===== src/rtl/shift_register_sequencer.sv =====
// Word-to-serial command sequencer for the downstream priority shift register.
// Ports: clockPulse/Reset; wordData/wordValid/wordReady in; msbFirst/fillBit
// per-frame controls; ParallelLoad/ShiftLeft/ShiftRight/ShiftInput/Data to
// the register; bitStrobe/frameActive/frameDone status.
module shift_register_sequencer #(
  parameter int WIDTH      = 4,
  parameter int GAP_CYCLES = 1,
  parameter int CNT_W      = 3
) (
  input  logic             clockPulse,
  input  logic             Reset,
  input  logic [WIDTH-1:0] wordData,
  input  logic             wordValid,
  output logic             wordReady,
  input  logic             msbFirst,
  input  logic             fillBit,
  output logic             ParallelLoad,
  output logic             ShiftLeft,
  output logic             ShiftRight,
  output logic             ShiftInput,
  output logic [WIDTH-1:0] Data,
  output logic             bitStrobe,
  output logic             frameActive,
  output logic             frameDone
);

  typedef enum logic [1:0] {
    IDLE,
    LOAD,
    SHIFT,
    GAP
  } state_t;

  localparam logic [CNT_W-1:0] LastBit = CNT_W'(WIDTH - 1);
  localparam logic [CNT_W-1:0] LastGap =
    CNT_W'((GAP_CYCLES > 0) ? GAP_CYCLES - 1 : 0);

  state_t           state, stateNext;
  logic [CNT_W-1:0] cnt, cntNext;
  logic [WIDTH-1:0] fifoMem [2];
  logic             wrPtr, rdPtr;
  logic [1:0]       count, countNext;
  logic             dir, fill;
  logic             push, pop, notEmpty;

  logic             plN, slN, srN, siN, faN, fdN;
  logic [WIDTH-1:0] dataN;

  assign notEmpty = (count != 2'd0);
  assign push     = wordValid && wordReady;

  always_comb begin
    countNext = count;
    unique case ({push, pop})
      2'b10:   countNext = count + 2'd1;
      2'b01:   countNext = count - 2'd1;
      default: countNext = count;
    endcase
  end

  // Next state; a pop is only ever issued on the way into LOAD.
  always_comb begin
    stateNext = state;
    cntNext   = cnt;
    pop       = 1'b0;
    unique case (state)
      IDLE: begin
        if (notEmpty) begin
          stateNext = LOAD;
          pop       = 1'b1;
        end
      end
      LOAD: begin
        stateNext = SHIFT;
        cntNext   = '0;
      end
      SHIFT: begin
        if (cnt == LastBit) begin
          cntNext = '0;
          if (GAP_CYCLES > 0) begin
            stateNext = GAP;
          end else if (notEmpty) begin
            stateNext = LOAD;
            pop       = 1'b1;
          end else begin
            stateNext = IDLE;
          end
        end else begin
          cntNext = cnt + CNT_W'(1);
        end
      end
      GAP: begin
        if (cnt == LastGap) begin
          cntNext = '0;
          if (notEmpty) begin
            stateNext = LOAD;
            pop       = 1'b1;
          end else begin
            stateNext = IDLE;
          end
        end else begin
          cntNext = cnt + CNT_W'(1);
        end
      end
      default: stateNext = IDLE;
    endcase
  end

  // Outputs decoded from the next state so they are registered alongside it.
  // dir/fill are already latched by the time SHIFT is entered.
  always_comb begin
    plN   = (stateNext == LOAD);
    slN   = (stateNext == SHIFT) && dir;
    srN   = (stateNext == SHIFT) && !dir;
    siN   = (stateNext == SHIFT) && fill;
    dataN = plN ? fifoMem[rdPtr] : '0;
    faN   = plN || (stateNext == SHIFT);
    fdN   = (state == SHIFT) && (cnt == LastBit);
  end

  always_ff @(posedge clockPulse) begin
    if (push) begin
      fifoMem[wrPtr] <= wordData;
    end
  end

  always_ff @(posedge clockPulse) begin
    if (Reset) begin
      state        <= IDLE;
      cnt          <= '0;
      count        <= 2'd0;
      wrPtr        <= 1'b0;
      rdPtr        <= 1'b0;
      dir          <= 1'b0;
      fill         <= 1'b0;
      wordReady    <= 1'b0;
      ParallelLoad <= 1'b0;
      ShiftLeft    <= 1'b0;
      ShiftRight   <= 1'b0;
      ShiftInput   <= 1'b0;
      Data         <= '0;
      bitStrobe    <= 1'b0;
      frameActive  <= 1'b0;
      frameDone    <= 1'b0;
    end else begin
      state     <= stateNext;
      cnt       <= cntNext;
      count     <= countNext;
      wordReady <= (countNext < 2'd2);
      if (push) begin
        wrPtr <= ~wrPtr;
      end
      if (pop) begin
        rdPtr <= ~rdPtr;
        dir   <= msbFirst;
        fill  <= fillBit;
      end
      ParallelLoad <= plN;
      ShiftLeft    <= slN;
      ShiftRight   <= srN;
      ShiftInput   <= siN;
      Data         <= dataN;
      // The register shifts on the edge that samples the command, so its
      // ShiftOutput holds the new bit during the following cycle.
      bitStrobe    <= ShiftLeft || ShiftRight;
      frameActive  <= faN;
      frameDone    <= fdN;
    end
  end

endmodule


===== config.mk =====
export PLATFORM = sky130hd
export DESIGN_NAME = shift_register_sequencer
export DESIGN_NICKNAME = d
export VERILOG_FILES = /design/src/rtl/shift_register_sequencer.sv
export SDC_FILE = /design/constraint.sdc
export NUM_CORES = 1
export LEC_CHECK = 0
export CORE_MARGIN = 2
export CORE_UTILIZATION = 45
export CTS_BUF_LIST = sky130_fd_sc_hd__clkbuf_8 sky130_fd_sc_hd__clkbuf_16
export DETAILED_ROUTE_END_ITERATION = 7
export GPL_ROUTABILITY_DRIVEN = 0
export GPL_TIMING_DRIVEN = 0
export PLACE_DENSITY = 0.69
export SYNTH_ARGS = -nofsm -noshare
export SYNTH_HDL_FRONTEND = slang
export SYNTH_SLANG_ARGS = --single-unit

===== constraint.sdc =====
create_clock -name clockPulse -period 2 [get_ports clockPulse]
set_input_delay 0.5 -clock clockPulse [delete_from_list [all_inputs] [get_ports clockPulse]]
set_output_delay 0.5 -clock clockPulse [all_outputs]
set_load 0.01 [all_outputs]

# Yosys cells after proc, flatten, opt, wreduce, memory -nomap -nowiden
# Memories as Yosys holds them, arrays and structs flattened. A register that Yosys moved wholly into a read port is not among the register bits.
# Cells that the tools add are included.
# op_classes
n_reduce_logical,13
add_sub_neg,3
n_lt_le_gt_ge,1
n_mux,14
n_eq_ne,8
n_bitwise,3
# ops
op,count
$pmux 3 s3,1
$eq 2x2->1 const B,4
$pmux 2 s4,1
$eq 2x1->1 const B,3
$mux 2,3
$mux 3,2
$logic_and 1x1->1,5
$mux 1,5
$pmux 2 s2,1
$add 3x1->3 const B,1
$eq 3x2->1 const B,1
$logic_not 3->1,1
$not 1->1,3
$reduce_bool 3->1,1
$add 2x1->2 const B,1
$logic_not 2->1,1
$logic_or 1x1->1,2
$lt 2x2->1 const B,1
$pmux 1 s2,1
$reduce_bool 2->1,1
$reduce_or 2->1,1
$sub 2x1->2 const B,1
$logic_not 1->1,1
# word_totals
ff_bits,19
n_memories,1
wordCells,58
mem_bits_rw,8
output_inout_bits,12
# memory_table
memory,words,word_bits,read_ports,rd_ports_with_merged_regs,write_ports,line,rtl
fifoMem,2,4,1,1,1,40,logic [WIDTH-1:0] fifoMem [2];

# Logic depth before layout (Yosys ltp)
# depth
depth_word,7
ltp_mapped,10
depth_no_buf,10

# Least setup slack after synthesis
# No wires, ideal clock.
# synth_timing
path_type,register to register
start,reg cnt[0]
end,reg wordReady
stages_incl_launch_ff,10
path_slack_ps,204
period_less_slack_ps,1796
setup_ps,65
t_required_ps,1935
arrival_ps,1731
path_cell_list,dfxtp_1 > inv_1 > ha_1 > and3b_1 > o221ai_4 > inv_1 > ha_1 > nor2_1 > xnor2_1 > nor2b_1
# synth_via
elab_chain_len,6
# synth_rtl
item,line,rtl
"start, declared",39,"logic [CNT_W-1:0] cnt, cntNext;"
"start signal, assigned",147,cnt <= cntNext;
$logic_not 3->1 (*),93,if (cnt == LastGap) begin
$mux 1 (*),93,
$pmux 1 s2 (*),66,unique case (state)
via pop,44,"logic push, pop, notEmpty;"
$eq 2x1->1 or $eq 2x2->1 (tied branches),54,"unique case ({push, pop})"
$pmux 2 s2 (*),54,
$lt 2x2->1 (*),149,wordReady <= (countNext < 2'd2);
"end signal, assigned",149,
"end, declared",14,"output logic wordReady,"
# The timed path passes the listed nets; every way through them passes the cells marked *.
# A chain may end at the register's enable or synchronous reset.

# Worst setup path after layout
# Same ends and word-level chain as after synthesis.

==> impl_metrics.csv <==
group,metric,value,unit
logic_synthesis,ys_seq_area_share,53.54,%
die,ios,21,
min_path,hold_class,"in2reg",
critical_path,arrival,2.08,ns
timing,fin_crit,1.877,ns
timing,finalSetupViolCount,0,
power,p_seq_share,40.6,%
timing,max_freq,532.9,MHz
drt,avgViaCountPerCell,5.000,
grt,gr-usage-all-layers,15.35,%
critical_path,cp_num_buf_inv,2,
finish,drive_gt1_share,10.88,%
timing,final_max_slew_viol_count,0,
drt,drtPass1Iterations,4,
timing,max_slew_margin,68.02,%
finish,area_delta_synth_final,26.19,%
logic_synthesis,synth_top_area_share,35.18,%
die,start_util,47.46,%
clock_tree,cts_buffer_depth,2,
grt,grt_overflow,0,
logic_synthesis,synth_cell_types,29,
clock_tree,clock_latency,0.27,ns
flow_run,cap_violations,0,
critical_path,criticalPathCategory,"reg2reg",
critical_path,path_delay_family,"simple AND/OR/NAND/NOR gates",
grt,grt_max_degree,11,
grt,grt_antenna_before_repair,0,
placement,io_buffers,19,
drt,drtIter0Drc,18,
drt,num_vias,890,
critical_path,end_kind,"register",
finish,final_nets,167,
status,outcome,"completed",
grt,grt_util_met2,30.19,%
critical_path,cp_cell_sequence,"inv_1, ha_1, and3b_1, o221ai_4, inv_1, ha_1, nor2_1, xnor2_1, nor2b_1",
critical_path,critPathMaxStageDelay,0.37,ns
drt,avgRoutedWirePerCell,12.43,µm
timing,hold_viol_final,0,
grt,grt_first_pass_wirelength,3836,µm
logic_synthesis,ys_warn_count,0,
die,design.die.area,0.003356,mm²
critical_path,startpoint_type,"register",
timing,finalCritPeriodShare,93.83,%
placement,dpl_cell_area,0.001538,mm²
clock_tree,cts_tree,"yes",
critical_path,cp_slowest_cell,"dfxtp_1",
critical_path,crit_fanout,4,
critical_path,cp.required,2.20,ns
timing,setup_tns,0,ns
die,core_area,0.002758,mm²
timing,skew,0.008609,ns
drt,detail-route-antenna-nets,0,
grt,grtUsageMet3,4.241,%
placement,dp_hpwl,1627,µm
die,dieHeight,57.93,µm
clock_tree,path_clk_slew,0.06,ns
clock_tree,cts_hold_buf,0,
drt,drc,0,
drt,routed_wl,2212,µm
logic_synthesis,syn_avg_cell_area,11.09,µm²
clock_tree,clock-sinks,31,
power,combPwrFrac,37.0,%
power,clkPwrFrac,22.4,%
finish,fin_area,0.001652,mm²
grt,grt_pass1_vias,919,
clock_tree,clockRootBuffer,"clkbuf_8",
logic_synthesis,synthTopCellsByArea,"dfxtp_1 35%, edfxtp_1 18%, ha_1 11%",
clock_tree,cts_buffers,5,
power,p_per_area,1313,mW/mm²
grt,grtUsageMet1,14.81,%
finish,diodes,0,
logic_synthesis,ys_ff_latch,31,
timing,worst_pin_slew,0.4796,ns
die,fp.dieW,57.93,µm
finish,utilization,59.89,%
grt,grt.busiest_layer,"met2",
power,p_leak,0.6975,nW
logic_synthesis,synthesis.area,0.001309,mm²
power,p_sw,0.6869,mW
power,p_int,1.482,mW
timing,hold-worst-slack,0.4340,ns
logic_synthesis,postSynthCellCount,118,
clock_tree,cts.htree.levels,2,
logic_synthesis,syn-num-nets,139,
logic_synthesis,yosysTopAreaCell,"dfxtp_1",
power,ir_drop,0.0008751,V
die,row_count,19,
power,swShare,31.67,%
-- metal layers --
layer / vias to the layer above / routed length (µm)
li1: 444 / -
met5: - / 0
met2: 16 / 1211
met3: 2 / 90
met1: 428 / 897
met4: 0 / 12
-- final timing paths --
kind,slack [ns],start,depth (start not counted),to
setup / recovery,0.12,cnt[0],9,wordReady
hold / removal,0.43,Reset,2,bitStrobe
setup reg to reg,0.12,cnt[0],9,wordReady
hold reg to reg,0.45,dir,1,ShiftRight
-- Yosys cell counts, drive strengths merged --
cell type,instances
dfxtp,23
nor2,19
ha,12
inv,11
edfxtp,8
mux2i,6
a21oi,5
nand2,5
and3b,3
xor2,3
a211oi,2
clkbuf,2
nand2b,2
nor2b,2
xnor2,2
a21o,1
a31oi,1
and2b,1
and3,1
buf,1
nand3,1
nor3b,1
o21a,1
o21bai,1
o221ai,1
o311a,1
or3,1
or3b,1
-- registers in the layout (all words and copies together) (netlist names), 2 cells and up, named ones only --
register and count:
fifoMem 8, Data 4, cnt 3, state 2
-- layout make-up --
cell class	instances	area (µm²)
Fill cell	248	1106
Sequential cell	31	701.9
Multi-Input combinational cell	73	554.3
Timing Repair Buffer	21	205.2
Clock buffer	6	82.58
Inverter	11	41.29
Tap cell	31	38.79
Buffer	3	18.77
Clock inverter	2	8.758
-- power by group through the flow --
stage                     Clock (mW)  Sequential, mW  Combinational (mW)
final                          0.485           0.881               0.802
after global routing           0.523           0.896               0.913
after CTS                      0.500           0.881               0.775
after detailed placement           0           0.893               0.746
after global placement             0           0.887               0.720
after floorplan                    0           0.908               0.490
-- metrics by stage --
step | total power, mW | setup slack [ns] | cells
final | 2.169 | 0.1234 | 178
after global routing | 2.331 | -0.0002252 | 178
after CTS | 2.155 | 0.01364 | 177
after detailed placement | 1.639 | -0.02072 | 168
after global placement | 1.606 | 0.02203 | 168
after floorplan | 1.398 | 0.2043 | 118
-- layout by cell type, fill, tap and decap left out, types with 2 or more instances in the layout --
cell type / instances
a21oi_1: 4
and3b_1: 3
buf_4: 2
clkbuf_1: 2
clkbuf_8: 6
clkdlybuf4s50_1: 19
dfxtp_1: 22
edfxtp_1: 8
ha_1: 11
inv_1: 12
mux2i_1: 6
nand2_1: 5
nand2b_1: 2
nor2_1: 19
nor2b_1: 2
xnor2_1: 2
xor2_1: 3
-- repair_timing --
action                                  4_1_cts  5_1_grt
gates resized for setup                       0        3
setup buffers                                 1        1
pin swaps                                     1        1
endpoints found under the setup margin        2        8
endpoints found under the hold margin         0        0
-- kinds of logic (layout without fill, tap and decap cells) --
kind of cell	count (synthesis)	after routing	share of synthesized area, %
muxes	6	6	4.589
AOI/OAI and AO/OA	13	13	8.510
and+or+nand+nor	37	37	13.96
adders and majority gates	12	12	11.47
DFF	31	31	53.54
buffers and inverters	14	43	4.589
xor gates and xnor gates	5	5	3.347
Power figures use the tool's default switching activity.
